===== config.mk =====
export PLATFORM = sky130hd
export DESIGN_NAME = mux_rr_arbiter
export DESIGN_NICKNAME = d
export VERILOG_FILES = /design/src/rtl/mux_rr_arbiter.sv
export SDC_FILE = /design/constraint.sdc
export NUM_CORES = 1
export LEC_CHECK = 0
export ABC_AREA = 1
export CORE_ASPECT_RATIO = 0.9
export CORE_MARGIN = 5
export CORE_UTILIZATION = 24
export DETAILED_ROUTE_END_ITERATION = 6
export HOLD_SLACK_MARGIN = 0.06
export SETUP_SLACK_MARGIN = 0.3
export SKIP_LAST_GASP = 1
export SLEW_MARGIN = 20
export SYNTH_ARGS = -nofsm -noshare
export SYNTH_HDL_FRONTEND = slang
export SYNTH_SLANG_ARGS = --single-unit

===== constraint.sdc =====
create_clock -name clk -period 1.78 [get_ports clk]
set_input_delay 0.267 -clock clk [delete_from_list [all_inputs] [get_ports clk]]
set_output_delay 0.267 -clock clk [all_outputs]
set_load 0.01 [all_outputs]

===== src/rtl/mux_rr_arbiter.sv =====
// mux_rr_arbiter: round-robin arbiter and sequencer for an N:1 bit-select mux.
//   Grants one requester at a time, drives the mux select and registers the
//   selected data bit. A grant is held for at most MAX_BURST cycles so that
//   no requester can starve the others.
// Ports:
//   clk, rst_n  rising-edge clock, async active-low reset
//   req[N]      level-sensitive requests
//   in[N]       mux data inputs (bit i belongs to requester i)
//   gnt[N]      registered one-hot grant
//   sel         index of the granted requester
//   busy        |gnt
//   y           registered in[sel] while busy, else 0
//   y_valid     busy delayed one cycle

// Per-requester lane: flags requests at or above the scan base, so the
// cyclic scan becomes "lowest flagged, else lowest overall".
module mux_rr_lane #(
  parameter int SEL_W = 2,
  parameter int IDX   = 0
) (
  input  logic             req,
  input  logic [SEL_W-1:0] base,
  output logic             hi
);
  assign hi = req && (int'(base) <= IDX);
endmodule

module mux_rr_arbiter #(
  parameter int N         = 4,
  parameter int SEL_W     = $clog2(N),
  parameter int MAX_BURST = 4
) (
  input  logic             clk,
  input  logic             rst_n,
  input  logic [N-1:0]     req,
  input  logic [N-1:0]     in,
  output logic [N-1:0]     gnt,
  output logic [SEL_W-1:0] sel,
  output logic             busy,
  output logic             y,
  output logic             y_valid
);
  localparam int CW = $clog2(MAX_BURST + 1);

  typedef enum logic [0:0] {IDLE, GRANT} state_t;

  state_t           state;
  logic [SEL_W-1:0] ptr;
  logic [CW-1:0]    cnt;

  logic [SEL_W-1:0] nxt;   // (sel + 1) mod N
  logic [SEL_W-1:0] base;  // scan start for this edge
  logic [N-1:0]     hi;
  logic [SEL_W-1:0] win;
  logic             hold;

  assign nxt  = (sel == SEL_W'(N - 1)) ? '0 : SEL_W'(sel + SEL_W'(1));
  // A release re-arbitrates from the successor of the current grantee in the
  // same edge, so the new pointer is used before it is registered.
  assign base = (state == GRANT) ? nxt : ptr;
  assign hold = req[sel] && (cnt < CW'(MAX_BURST));

  for (genvar i = 0; i < N; i++) begin : g_lane
    mux_rr_lane #(.SEL_W(SEL_W), .IDX(i)) u_lane (
      .req  (req[i]),
      .base (base),
      .hi   (hi[i])
    );
  end

  // Lowest index wins: scan downwards so the last hit is the smallest.
  always_comb begin
    win = '0;
    for (int i = N - 1; i >= 0; i--) begin
      if ((|hi) ? hi[i] : req[i]) win = SEL_W'(i);
    end
  end

  always_ff @(posedge clk or negedge rst_n) begin
    if (!rst_n) begin
      state   <= IDLE;
      gnt     <= '0;
      sel     <= '0;
      busy    <= 1'b0;
      y       <= 1'b0;
      y_valid <= 1'b0;
      ptr     <= '0;
      cnt     <= '0;
    end else begin
      y       <= busy ? in[sel] : 1'b0;
      y_valid <= busy;
      case (state)
        IDLE: begin
          if (|req) begin
            state <= GRANT;
            gnt   <= {{(N-1){1'b0}}, 1'b1} << win;
            sel   <= win;
            busy  <= 1'b1;
            cnt   <= CW'(1);
          end
        end
        GRANT: begin
          if (hold) begin
            cnt <= cnt + CW'(1);
          end else begin
            ptr <= nxt;
            if (|req) begin
              gnt <= {{(N-1){1'b0}}, 1'b1} << win;
              sel <= win;
              cnt <= CW'(1);
            end else begin
              state <= IDLE;
              gnt   <= '0;
              busy  <= 1'b0;
              cnt   <= '0;
            end
          end
        end
        default: state <= IDLE;
      endcase
    end
  end
endmodule


==> results of run 1 <==
## sequential cells by signal, indices dropped and copies added (netlist names)
name / cells
ptr: 2
y: 1
sel: 2
busy: 1
cnt: 3
y_valid: 1
gnt: 4
state: 1
## critical path, stage by stage (launching register included)
cell	delay [ns]
dfrtp_2	0.43
ha_4	0.29
nand2_4	0.07
nand3_4	0.09
nand2_4	0.07
nor2_4	0.13
nand3_2	0.10
nand3_2	0.11
nand2_2	0.08
nand3_2	0.09
nand2_1	0.05
## routing by layer
layer	global-route usage (%)	wire length [um]	vias to the layer above
met5	0	0	-
met4	6.22	70	0
met3	1.91	80	6
met2	17.1	1030	14
met1	11.6	994	377
li1	-	-	431
## through the flow
stage / std cells / setup WS, ns / instance area, um2 / TNS, ns / hold WS (ns)
2_1_floorplan: 112 / 0.216 / 926 / 0 / -0.0286
3_3_place_gp: 187 / -0.0312 / 1250 / -0.0610 / 0.414
3_5_place_dp: 187 / -0.0700 / 1250 / -0.0931 / 0.413
4_1_cts: 193 / 0.143 / 1340 / 0 / 0.336
5_1_grt: 193 / 0.0392 / 1370 / 0 / 0.357
6_report: 193 / 0.146 / 1370 / 0 / 0.330
## report_power, final
| group | internal [uW] | switching, uW | total [uW] | leakage (uW) |
|---|---|---|---|---|
| clock | 158 | 112 | 270 | 0.0000228 |
| sequential | 469 | 86.3 | 555 | 0.000186 |
| combinational | 610 | 747 | 1360 | 0.000454 |
## logic make-up after synthesis
kind of cell             count (synthesis)  synth area share (%)
adder cells (fa/ha/maj)                  3                  4.20
flip-flops                              15                  42.0
AO/OA/AOI/OAI                           14                  11.6
buffers and inverters                   15                  6.30
AND/OR/NAND/NOR                         65                  35.9
## synth_stat cells
cell type and number:
dfrtp_1 15, o21ai_0 6, nand2_2 3, nor2_1 7
o21ai_2 2, o21bai_1 1, ha_1 3, a21boi_0 1
nor2_2 2, inv_2 6, nand4_1 2, a31oi_4 1
nor2_4 1, o21ai_1 1, o211ai_1 2, nand3_2 6
nand2_1 38, nor3_1 1, nand2_4 1, inv_1 9
nand3_1 4
## worst max-delay path by stage
stage	end	from	slack (ns)
2_1_floorplan	gnt[0]	sel[0]	0.22
3_3_place_gp	gnt[0]	req[0]	-0.03
3_5_place_dp	gnt[0]	req[0]	-0.07
4_1_cts	gnt[0]	sel[0]	0.14
5_1_grt	gnt[0]	sel[1]	0.04
6_report	gnt[2]	sel[0]	0.15
## final cells by class
type                    count  area, um2  area share [%]
clock buffers               4       45.0            3.30
multi-input cells          82        544            39.9
repair buffers             31        280            20.5
well taps                  46       57.6            4.22
inverters                  15       58.8            4.31
flip-flops and latches     15        379            27.8
## what timing repair did
action	in CTS	in global routing
gates cloned	0	0
hold endpoints to repair	0	0
pin swaps	14	7
gates resized for setup	12	12
setup buffers	2	0
hold buffers	0	0
endpoints found under the setup margin	14	12
==> results.yml, run 1 <==
critical_path:
  path_class: "flip-flop to flip-flop"
  worstSetupEndpointType: "flip-flop"
  reg2reg_slack_ns: 0.15
  r2r_cells: 10
  crit_required_ns: 1.92
  cp.arrival_ns: 1.77
  r2r_end: "gnt[2]"
  crit_path_max_fanout: 3
  r2r-start: "sel[0]"
  cp-start-kind: "flip-flop"
power_and_ir_drop:
  ir_drop_uv: 453
  p_per_area_mw_per_mm2: 1600
  totalPowerFinal_uw: 2180
  leakage_uw: 0.000662
placed_design:
  portBuffers: 18
  dp_hpwl_um: 1760
  gp_congestion: 0.785
layout:
  area_growth_pct: 52.8
  final_common_cell: "nand2_1"
  layout.nets: 161
  layout_common_cells: "nand2_1, clkdlybuf4s50_1, dfrtp_1, buf_4"
  num-fill-cells: 372
  drive_above_1_share_pct: 36.7
  final_util_pct: 37.4
  diodes: 0
global_routing:
  antenna_found_initial: 0
  grt_max_degree: 16
  grtUsageTotal_pct: 10.1
  grt_pass1_wl_um: 3860
  overflow: 0
  grt_pass1_vias: 888
clocking:
  cts-root-buf: "clkbuf_8"
  cts_tree: "done"
  cts_inserted_buffers: 3
  cts-htree-levels: 1
  clock-sinks: 15
  clk_path_buf_depth: 2
  clock_latency_ns: 0.24
  clk_pin_slew_ns: 0.06
floorplanning:
  fp-row-count: 21
  fp.dieArea_mm2: 0.00504
  fp.dieH_um: 67.9
  io_pins: 19
  start_util_pct: 24.5
  dieWidth_um: 74.3
  core-area_mm2: 0.00365
outcome:
  outcome: "complete, no violations"
routing:
  drtIter0Drc: 10
  ant_nets: 0
  first_pass_iters: 4
  vias: 828
  avgRoutedWirePerCell_um: 11.3
  viasPerCell: 4.29
  drt-total-wl_um: 2180
  drc: 0
sta:
  clock_skew_ns: 0.00235
  hold_violations: 0
  clock.fmax_ghz: 0.612
  setup_violations: 0
  slew_violations: 0
  tightestPinTransition_ns: 0.297
  fin_crit_ns: 1.63
  relSlewSlack_pct: 80.1
  finalCritPeriodShare_pct: 91.8
  rsz0062_at_grt: "true"
synth:
  syn_area_um2: 893
  yosysWarnings: 0
  synthTopCellsByArea: "dfrtp_1, nand2_1, nand3_2, ha_1, inv_1"
  avgSynthCellArea_um2: 7.98
  netlist_instances: 112
  synth_cell_types: 21
  yosysSeqAreaShare_pct: 42.0
  synth_top_area_share_pct: 42.0
  yosys.area.top_type: "dfrtp_1"
  synth_seq_cells: 15
  syn-num-nets: 125
worst_hold_path:
  hp-class: "input pin to asynchronous set/reset pin"
flow_run:
  cap_viol_max_count: 0
Note: power is estimated with default switching activity, not from simulation.
==> run 2, diff against run 1 <==
--- a/config.mk
+++ b/config.mk
@@ -10,6 +10,7 @@
 export CORE_MARGIN = 5
 export CORE_UTILIZATION = 24
 export DETAILED_ROUTE_END_ITERATION = 6
+export GPL_ROUTABILITY_DRIVEN = 0
 export HOLD_SLACK_MARGIN = 0.06
 export SETUP_SLACK_MARGIN = 0.3
 export SKIP_LAST_GASP = 1
==> results of run 2 <==
Same layout as run 1: the final DEF is identical, and so are final timing and power.
==> run 3, diff against run 2 <==
==> constraint.sdc (replaced) <==
create_clock -name clk -period 1.4 [get_ports clk]
set_input_delay 0.21 -clock clk [delete_from_list [all_inputs] [get_ports clk]]
set_output_delay 0.21 -clock clk [all_outputs]
set_load 0.01 [all_outputs]
==> results.yml, run 3 (synthesis results as in run 1) <==
outcome:
  outcome: "finished with violations"
  violations: "setup timing"
routing:
  drt-total-wl_um: 2500
  avgRoutedWirePerCell_um: 12.2
  viasPerCell: 4.42
  vias: 906
  drtIter0Drc: 11
  first_pass_iters: 4
  ant_nets: 0
  drc: 0
floorplanning:
  fp-row-count: 21
  fp.dieArea_mm2: 0.00504
  dieWidth_um: 74.3
  core-area_mm2: 0.00365
  fp.dieH_um: 67.9
  start_util_pct: 24.5
  io_pins: 19
power_and_ir_drop:
  leakage_uw: 0.000735
  p_per_area_mw_per_mm2: 2100
  ir_drop_uv: 547
global_routing:
  antenna_found_initial: 0
  grt_pass1_vias: 946
  grt_pass1_wl_um: 4250
  overflow: 0
  use_met2_pct: 19.6
  grtUsageTotal_pct: 11.2
  busiest_layer: "met2"
  met1_usage_pct: 12.8
  grt_max_degree: 16
  grt_use_met3_pct: 1.91
layout:
  area_growth_pct: 66.4
  num-fill-cells: 368
  layout.nets: 173
  diodes: 0
  largest_reg_flops: 4
  reg_top3: "gnt x4, cnt x3"
  final_area_mm2: 0.00149
  layout_common_cells: "nand2_1, buf_4, dfrtp_1"
  layout.area.seq_um2: 378
  final_common_cell: "nand2_1"
  multi_input_area_um2: 599
  drive_above_1_share_pct: 47.8
  largest_register: "gnt"
  final_util_pct: 40.7
critical_path:
  worstSetupEndpointType: "flip-flop"
  crit_chain: "ha_4 > nand2_8 > nand3_4 > nand2_4 > nor2_4 > nand3_2 > nand3_2 > nand2_2 > nand3_2 > nand2_2"
  cp_common_cell: "nand3_2"
  critPathBufInv: 0
  path_delay_family: "simple AND/OR/NAND/NOR gates"
  crit_path_max_fanout: 3
  cp-start-kind: "flip-flop"
  max_stage_delay_ns: 0.44
  crit_required_ns: 1.54
  cpMaxStageDelayCell: "dfrtp_2"
  path_class: "flip-flop to flip-flop"
  cp.arrival_ns: 1.80
sta:
  rsz0062_at_grt: "true"
  clock_skew_ns: 0.00352
  slew_violations: 0
  setup_slack_ns: -0.255
  setup-tns-final_ns: -1.52
  tightestPinTransition_ns: 0.283
  hold_violations: 0
  setup_violations: 11
  relSlewSlack_pct: 81.1
  finalCritPeriodShare_pct: 118
  fin_crit_ns: 1.66
  clock.fmax_ghz: 0.604
clocking:
  cts_inserted_buffers: 3
  cts_tree: "done"
  clock_latency_ns: 0.25
  clk_pin_slew_ns: 0.06
  cts-root-buf: "clkbuf_8"
  clk_path_buf_depth: 2
  cts-htree-levels: 1
  clock-sinks: 15
  cts_hold_buf: 0
flow_run:
  cap_viol_max_count: 0
placed_design:
  placed_area_mm2: 0.00135
  dp_hpwl_um: 1890
  portBuffers: 18
  preCtsSetupSlack_ns: -0.308
worst_hold_path:
  hp-class: "input pin to asynchronous set/reset pin"
-- run 3: through the flow --
step                total power, uW  hold WS [ns]  cells
floorplan                      1700       -0.0856    112
detailed placement             2440         0.417    198
global route                   3390         0.301    205
CTS                            2990         0.272    204
global placement               2390         0.412    198
finish                         3130         0.268    205
-- run 3: final timing paths --
path | from | endpoint | slack, ns | cells past startpoint
min | rst_n | cnt[0] | 0.27 | 2
min in group clk | gnt[1] | gnt[1] | 0.48 | 2
max in group asynchronous | rst_n | sel[0] | 0.95 | 2
max | sel[0] | gnt[2] | -0.26 | 10
min reg2reg | gnt[1] | gnt[1] | 0.48 | 2
max reg2reg | sel[0] | gnt[2] | -0.26 | 10
-- run 3: repair_timing --
item	in CTS	in global routing
setup buffers	2	1
setup endpoints to repair	22	21
resized for setup	38	18
pin swaps	13	15
-- run 3: per-layer routing --
layer	share of wire [%]	up-vias
met2	50	22
met5	0	-
met1	42	424
met4	2.5	0
li1	-	455
met3	5.4	5
-- run 3: report_power, final --
group / internal (uW) / switching [uW] / total [uW]
clock network: 202 / 146 / 348
registers: 596 / 116 / 712
logic: 964 / 1100 / 2070
total: 1760 / 1370 / 3130
-- run 3: final cells by class --
type | count | area share (%)
inverter | 15 | 3.79
tap | 46 | 3.87
clock buffer | 4 | 3.03
timing repair buffer | 43 | 23.6
multi-input combinational | 82 | 40.3
sequential | 15 | 25.4
